**config.mk**
```make
export PLATFORM = sky130hd
export DESIGN_NAME = led7scan
export DESIGN_NICKNAME = d
export VERILOG_FILES = /design/src/rtl/led7scan.sv
export SDC_FILE = /design/constraint.sdc
export NUM_CORES = 1
export LEC_CHECK = 0
export ABC_AREA = 1
export CAP_MARGIN = 20
export CORE_ASPECT_RATIO = 1.25
export CORE_MARGIN = 10
export CORE_UTILIZATION = 63
export DETAILED_ROUTE_END_ITERATION = 10
export DONT_BUFFER_PORTS = 1
export PLACE_DENSITY = 0.75
export SETUP_SLACK_MARGIN = 0.4
export SLEW_MARGIN = 25
export SYNTH_ARGS = -nofsm -noshare
export SYNTH_HDL_FRONTEND = slang
export SYNTH_SLANG_ARGS = --single-unit
```
**constraint.sdc**
```tcl
create_clock -name i_w_clk -period 2.3 [get_ports i_w_clk]
set_clock_uncertainty 0.1 [all_clocks]
set_input_delay 0.23 -clock i_w_clk [delete_from_list [all_inputs] [get_ports i_w_clk]]
set_output_delay 0.23 -clock i_w_clk [all_outputs]
set_load 0.1 [all_outputs]
```
**src/rtl/led7scan.sv**
```systemverilog
// led7scan: time-multiplexed scanner for a common-anode multi-digit 7-segment display.
//
// Holds one hex nibble per digit and walks through the digits one slot at a time.
// Each slot starts with a blank window in which every anode is off, to suppress ghosting.
// New values go into a pending buffer first.
// The pending buffer reaches the display registers only at a frame boundary, so a frame never tears.
//
// Ports
//   i_w_clk         clock
//   i_w_rst_n       synchronous reset, active low
//   i_w_load        1-cycle strobe: capture value/dp/enable into the pending buffer
//   i_w_value       nibble k = value[4k+3:4k] belongs to digit k
//   i_w_dp_mask     bit k=1: decimal point of digit k lit
//   i_w_en_mask     bit k=1: digit k enabled
//   o_w_an          anodes, active low, at most one low at any time
//   o_w_digit       nibble of the current digit, for the downstream segment converter
//   o_w_dp_n        decimal point, active low
//   o_w_frame_tick  1-cycle pulse on the last cycle of each frame
//   o_w_busy        pending buffer holds data not yet displayed
module led7scan #(
  parameter int DIGITS       = 4,
  parameter int REFRESH_DIV  = 8192,
  parameter int BLANK_CYCLES = 64
) (
  input  logic                  i_w_clk,
  input  logic                  i_w_rst_n,
  input  logic                  i_w_load,
  input  logic [4*DIGITS-1:0]   i_w_value,
  input  logic [DIGITS-1:0]     i_w_dp_mask,
  input  logic [DIGITS-1:0]     i_w_en_mask,
  output logic [DIGITS-1:0]     o_w_an,
  output logic [3:0]            o_w_digit,
  output logic                  o_w_dp_n,
  output logic                  o_w_frame_tick,
  output logic                  o_w_busy
);

  localparam int CNT_W = $clog2(REFRESH_DIV);
  localparam int IDX_W = (DIGITS > 1) ? $clog2(DIGITS) : 1;
  localparam logic [CNT_W-1:0] CNT_LAST  = CNT_W'(REFRESH_DIV - 1);
  localparam logic [CNT_W-1:0] CNT_BLANK = CNT_W'(BLANK_CYCLES);
  localparam logic [IDX_W-1:0] IDX_LAST  = IDX_W'(DIGITS - 1);

  logic [CNT_W-1:0]    cnt_q, cnt_d;
  logic [IDX_W-1:0]    idx_q, idx_d;
  logic [4*DIGITS-1:0] disp_val_q, disp_val_d;
  logic [DIGITS-1:0]   disp_dp_q, disp_dp_d;
  logic [DIGITS-1:0]   disp_en_q, disp_en_d;
  logic [4*DIGITS-1:0] pend_val_q, pend_val_d;
  logic [DIGITS-1:0]   pend_dp_q, pend_dp_d;
  logic [DIGITS-1:0]   pend_en_q, pend_en_d;
  logic                pend_q, pend_d;

  logic slot_end;
  logic frame_end;

  always_comb begin
    slot_end   = (cnt_q == CNT_LAST);
    frame_end  = slot_end && (idx_q == IDX_LAST);

    cnt_d      = slot_end ? '0 : cnt_q + CNT_W'(1);
    idx_d      = idx_q;
    if (slot_end) begin
      idx_d = (idx_q == IDX_LAST) ? '0 : idx_q + IDX_W'(1);
    end

    disp_val_d = disp_val_q;
    disp_dp_d  = disp_dp_q;
    disp_en_d  = disp_en_q;
    pend_val_d = pend_val_q;
    pend_dp_d  = pend_dp_q;
    pend_en_d  = pend_en_q;
    pend_d     = pend_q;

    if (frame_end && i_w_load) begin
      // A load landing on the boundary goes straight to the display.
      // It also supersedes anything still pending.
      disp_val_d = i_w_value;
      disp_dp_d  = i_w_dp_mask;
      disp_en_d  = i_w_en_mask;
      pend_d     = 1'b0;
    end else if (frame_end && pend_q) begin
      disp_val_d = pend_val_q;
      disp_dp_d  = pend_dp_q;
      disp_en_d  = pend_en_q;
      pend_d     = 1'b0;
    end else if (i_w_load) begin
      pend_val_d = i_w_value;
      pend_dp_d  = i_w_dp_mask;
      pend_en_d  = i_w_en_mask;
      pend_d     = 1'b1;
    end
  end

  always_ff @(posedge i_w_clk) begin
    if (!i_w_rst_n) begin
      cnt_q      <= '0;
      idx_q      <= '0;
      disp_val_q <= '0;
      disp_dp_q  <= '0;
      disp_en_q  <= '0;
      pend_val_q <= '0;
      pend_dp_q  <= '0;
      pend_en_q  <= '0;
      pend_q     <= 1'b0;
    end else begin
      cnt_q      <= cnt_d;
      idx_q      <= idx_d;
      disp_val_q <= disp_val_d;
      disp_dp_q  <= disp_dp_d;
      disp_en_q  <= disp_en_d;
      pend_val_q <= pend_val_d;
      pend_dp_q  <= pend_dp_d;
      pend_en_q  <= pend_en_d;
      pend_q     <= pend_d;
    end
  end

  // Output decode works directly on the registered state, so it adds no latency.
  logic blank;
  logic dp_on;

  always_comb begin
    blank     = (cnt_q < CNT_BLANK);
    o_w_an    = '1;
    o_w_digit = 4'h0;
    dp_on     = 1'b0;
    for (int k = 0; k < DIGITS; k++) begin
      if (idx_q == IDX_W'(k)) begin
        o_w_digit = disp_val_q[4*k +: 4];
        dp_on     = disp_dp_q[k] & disp_en_q[k];
        if (!blank) begin
          o_w_an[k] = ~disp_en_q[k];
        end
      end
    end
    o_w_dp_n       = ~(dp_on & ~blank);
    o_w_frame_tick = frame_end;
    o_w_busy       = pend_q;
  end

endmodule
```
=== After elaboration in Yosys (flattened, before gate mapping) ===
Index checks and enable logic that the tools add are counted.

* Bits in registers: 64
* Bits of input ports: 27
* Output and inout port bits: 11

* Add/subtract/negate cells: 2
* Order comparisons: 1
* Equality and inequality tests: 4
* Multiplexer cells: 23
* Bitwise gates (word level): 14
* Reduce and logical (&&, ||, !) cells: 8

{| class="wikitable"
|+ Operators by type and width
! kind !! count
|-
| 16-bit two-way mux || 2
|-
| 4-bit two-way mux || 8
|-
| 13-bit by 1-bit adder with 13-bit output (second input constant) || 1
|-
| 13-bit == test (second input constant) || 1
|-
| 13-bit by 7-bit < comparator with 1-bit output (second input constant) || 1
|-
| 1-bit two-way mux || 12
|-
| 1-bit NOT || 9
|-
| 1-bit AND || 5
|-
| 2-bit == test (second input constant) || 2
|-
| 1-bit logical AND || 3
|-
| 3-bit AND reduction || 1
|-
| 3-bit OR reduction || 1
|-
| 2-bit by 1-bit adder with 2-bit output (second input constant) || 1
|-
| 2-bit by 1-bit == test with 1-bit output (second input constant) || 1
|-
| 2-bit zero test || 1
|-
| 2-bit two-way mux || 1
|-
| 2-bit nonzero test || 1
|-
| 2-bit OR reduction || 1
|}

=== Longest topological paths before layout ===
* Word-level depth: 7
* Gate-level depth with buffers: 10

=== Worst setup path after synthesis ===
Ideal clock, no wire load.

* Path kind: reg2out
* From: register idx_q[0]
* To: output port o_w_digit[0]
* Data arrival time: 2,895 ps
* Slack: -925 ps
* Stages on the path, launching flop included: 5
* Path buffers: 1
* Cell sequence: dfxtp_1 ha_1 buf_4 inv_1 o21ai_0

* Cells in the longest elaborated chain, start to end: 5
* Elaborated cells between the ends (all ways): 8
* Those cells by class: eq/ne: 3; mux: 4; reduce/logical: 1

{| class="wikitable"
|+ Ends and longest elaborated chain
! what !! line !! text
|-
| start, declared || 45 || <nowiki>logic [IDX_W-1:0] idx_q, idx_d;</nowiki>
|-
| start signal, assigned || 108 || <nowiki>idx_q <= idx_d;</nowiki>
|-
| 2-bit zero test || 129 || <nowiki>if (idx_q == IDX_W'(k)) begin</nowiki>
|-
| 4-bit two-way mux (3 in series) || 129 ||
|-
| 4-bit two-way mux (*) || 129 ||
|-
| end, declared || 32 || <nowiki>output logic [3:0] o_w_digit,</nowiki>
|}

Every way passes the cells marked *; elsewhere a longest branch is shown, timed or not.

=== Worst setup path in the final report ===
* From: register idx_q[1]
* To: output port o_w_digit[3]

Same word-level chain as after synthesis.

==> flow_summary.ini <==
[status]
status = complete, no violations

[setup_path]
required_ns = 1.97
startpoint_type = register
cp.arrival_ns = 1.70
cp_max_fo = 5
path_class = register to primary output
cp-end-kind = primary output

[final_layout]
antennaDiodeCount = 0
fin_nets = 543
mostFrequentLayoutCells = 136 x nand2_1, 85 x inv_1, 57 x dfxtp_1, 37 x nor2_1, 36 x a21oi_1
layoutNonFillerInstCount = 576
num-fill-cells = 370
layout_commonest_cell = nand2_1
area_growth_pct = 19.5
drive_gt1_share_pct = 21.4

[die]
dieHeight_um = 102
dieWidth_um = 85.6
io_pins = 38
dieArea_mm2 = 0.00872
rows = 29
start_util_pct = 65.7
design.core.area_mm2 = 0.00515

[synth]
synth_edf_count = 0
yosys_warnings = 0
avgSynthCellArea_um2 = 6.90
synth-seq-area-share_pct = 37.8
synth_nets = 523
syn_inst = 491
synth_ff_type = dfxtp_1
syn_area_mm2 = 0.00339
synth_cell_types = 36
ys_ff_latch = 64
async_flop_share_pct = 0

[sta]
period_minus_slack_ns = 2.03
hold_viol_final = 0
drv_slew = 0
worst_slew_pin_slew_ns = 0.965
maxClockFrequency_mhz = 494
setup_viol = 0
rsz0062_at_grt = yes
period_share_pct = 88.1
slew_headroom_pct = 35.4
tns_ns = 0

[power_and_ir_drop]
intPower_w = 0.00160
power.switching_w = 0.000552
p_clk_share_pct = 38.6
comb_power_share_pct = 7.6
peakVddDrop_v = 0.000507
p_total_w = 0.00216
swShare_pct = 25.6
p_leak_nw = 1.98
power.share.sequential_pct = 53.8
cellPowerDensity_mw_per_mm2 = 533

[detailed_routing]
wl_per_cell_um = 15.0
final_antenna_net_count = 0
drc = 0
wl_um = 8610
first_pass_iters = 5
vias = 3035
drtIter0Drc = 182
viasPerCell = 5.27

[clocking]
cts-buffers-inserted = 9
clkTransAtPathRegs_ns = 0.07
cts_sinks = 64
htree_levels = 3
insertion_delay_ns = 0.35
cts_tree = done
clockBufferDepth = 2
root_buffer = clkbuf_8

[global_routing]
track_usage_pct = 18.1
grt_max_degree = 49
overflow = 0
grt_pass1_vias = 2802
antenna_found_initial = 0
grt_pass1_wl_um = 13000

[placed_design]
port_buffers = 0
dp_hpwl_um = 5050
gp_congestion = 0.806
dp_cells = 545

[min_path]
hold_path_class = input port to register

[flow_run]
drv_cap = 0
[Yosys cell counts, drive strengths merged, types with 3 or more instances]
library cell  instances  area, um2
inv                  93        352
nor3                  5       25.0
buf                  17        154
nand3                11       67.6
o211ai                3       22.5
dfxtp                64       1280
nor2                 41        188
ha                    5       62.6
o21ai                33        165
nand2               142        561
a21oi                56        355
xor2                  3       26.3
clkbuf                4       15.0
[critical path, stage by stage, from the launching register on]
cell	delay, ns
dfxtp_4	0.37
inv_4	0.08
ha_4	0.16
inv_6	0.05
o21ai_2	0.10
o211ai_1	0.14
a22oi_2	0.24
buf_12	0.21
[repair_timing]
action / CTS / global route
hold buffers: 3 / 0
hold endpoints to repair: 48 / 0
resized for setup: 38 / 21
setup endpoints to repair: 16 / 59
setup buffers: 5 / 6
gates cloned: 0 / 3
pin swaps: 11 / 10
[registers in the layout, indices dropped and copies added (netlist names)]
register    count
disp_val_q     16
pend_dp_q       4
disp_en_q       4
cnt_q          13
pend_en_q       4
idx_q           2
o_w_busy        1
pend_val_q     16
disp_dp_q       4
[logic make-up after synthesis]
family,share of synthesized area (%)
AND/OR/NAND/NOR,26.2
buffers and inverters,15.6
AO/OA/AOI/OAI,17.2
flip-flops,37.8
XOR/XNOR,1.29
adder cells (fa/ha/maj),1.85
[power groups by stage]
stage	logic, W	registers, W	clock network, W
3_5_place_dp	0.000132	0.00118	0
2_1_floorplan	0.000125	0.00119	0
4_1_cts	0.000157	0.00116	0.000827
6_report	0.000163	0.00116	0.000832
3_3_place_gp	0.000129	0.00118	0
5_1_grt	0.000189	0.00116	0.000872
[worst paths after layout]
check,startpoint,to,slack (ns),depth (start not counted)
setup / recovery,idx_q[1]$_SDFFE_PN0N_,o_w_digit[3],0.27,7
hold / removal,i_w_rst_n,idx_q[0]$_SDFFE_PN0N_,0.0001,2
setup reg to reg,cnt_q[0]$_SDFF_PP0_,disp_en_q[2]$_SDFFE_PN0P_,0.43,9
hold reg to reg,pend_val_q[1]$_SDFFE_PN0P_,pend_val_q[1]$_SDFFE_PN0P_,0.38,2
[metrics by stage]
stage                     worst slack, ns  cell area (um2)  utilization (%)  hold WS (ns)
final                               0.274             4050             78.5      0.000126
after global routing                0.213             4050             78.5        0.0144
after CTS                           0.288             3870             75.2      0.000267
after detailed placement            0.397             3490             67.8         0.266
after global placement              0.462             3490             67.8         0.265
after floorplan                     0.267             3460                -         0.291
[layer usage]
metal / global-route usage (%) / wire [um] / vias up
met1: 22.1 / 3610 / 1380
met2: 30.2 / 4330 / 94
li1: - / - / 1544
met5: 0 / 0 / -
met4: 7.99 / 156 / 0
met3: 3.34 / 514 / 17
[layout make-up]
class	count	area [um2]	area share, %
Tap cell	62	77.6	1.92
Timing Repair Buffer	27	337	8.32
Timing Repair inverter	2	22.5	0.557
Multi-Input combinational cell	312	1750	43.3
Sequential cell	64	1300	32.1
Clock buffer	10	138	3.40
Inverter	95	400	9.89
Clock inverter	4	22.5	0.557
Note: power is estimated with default switching activity, not from simulation.
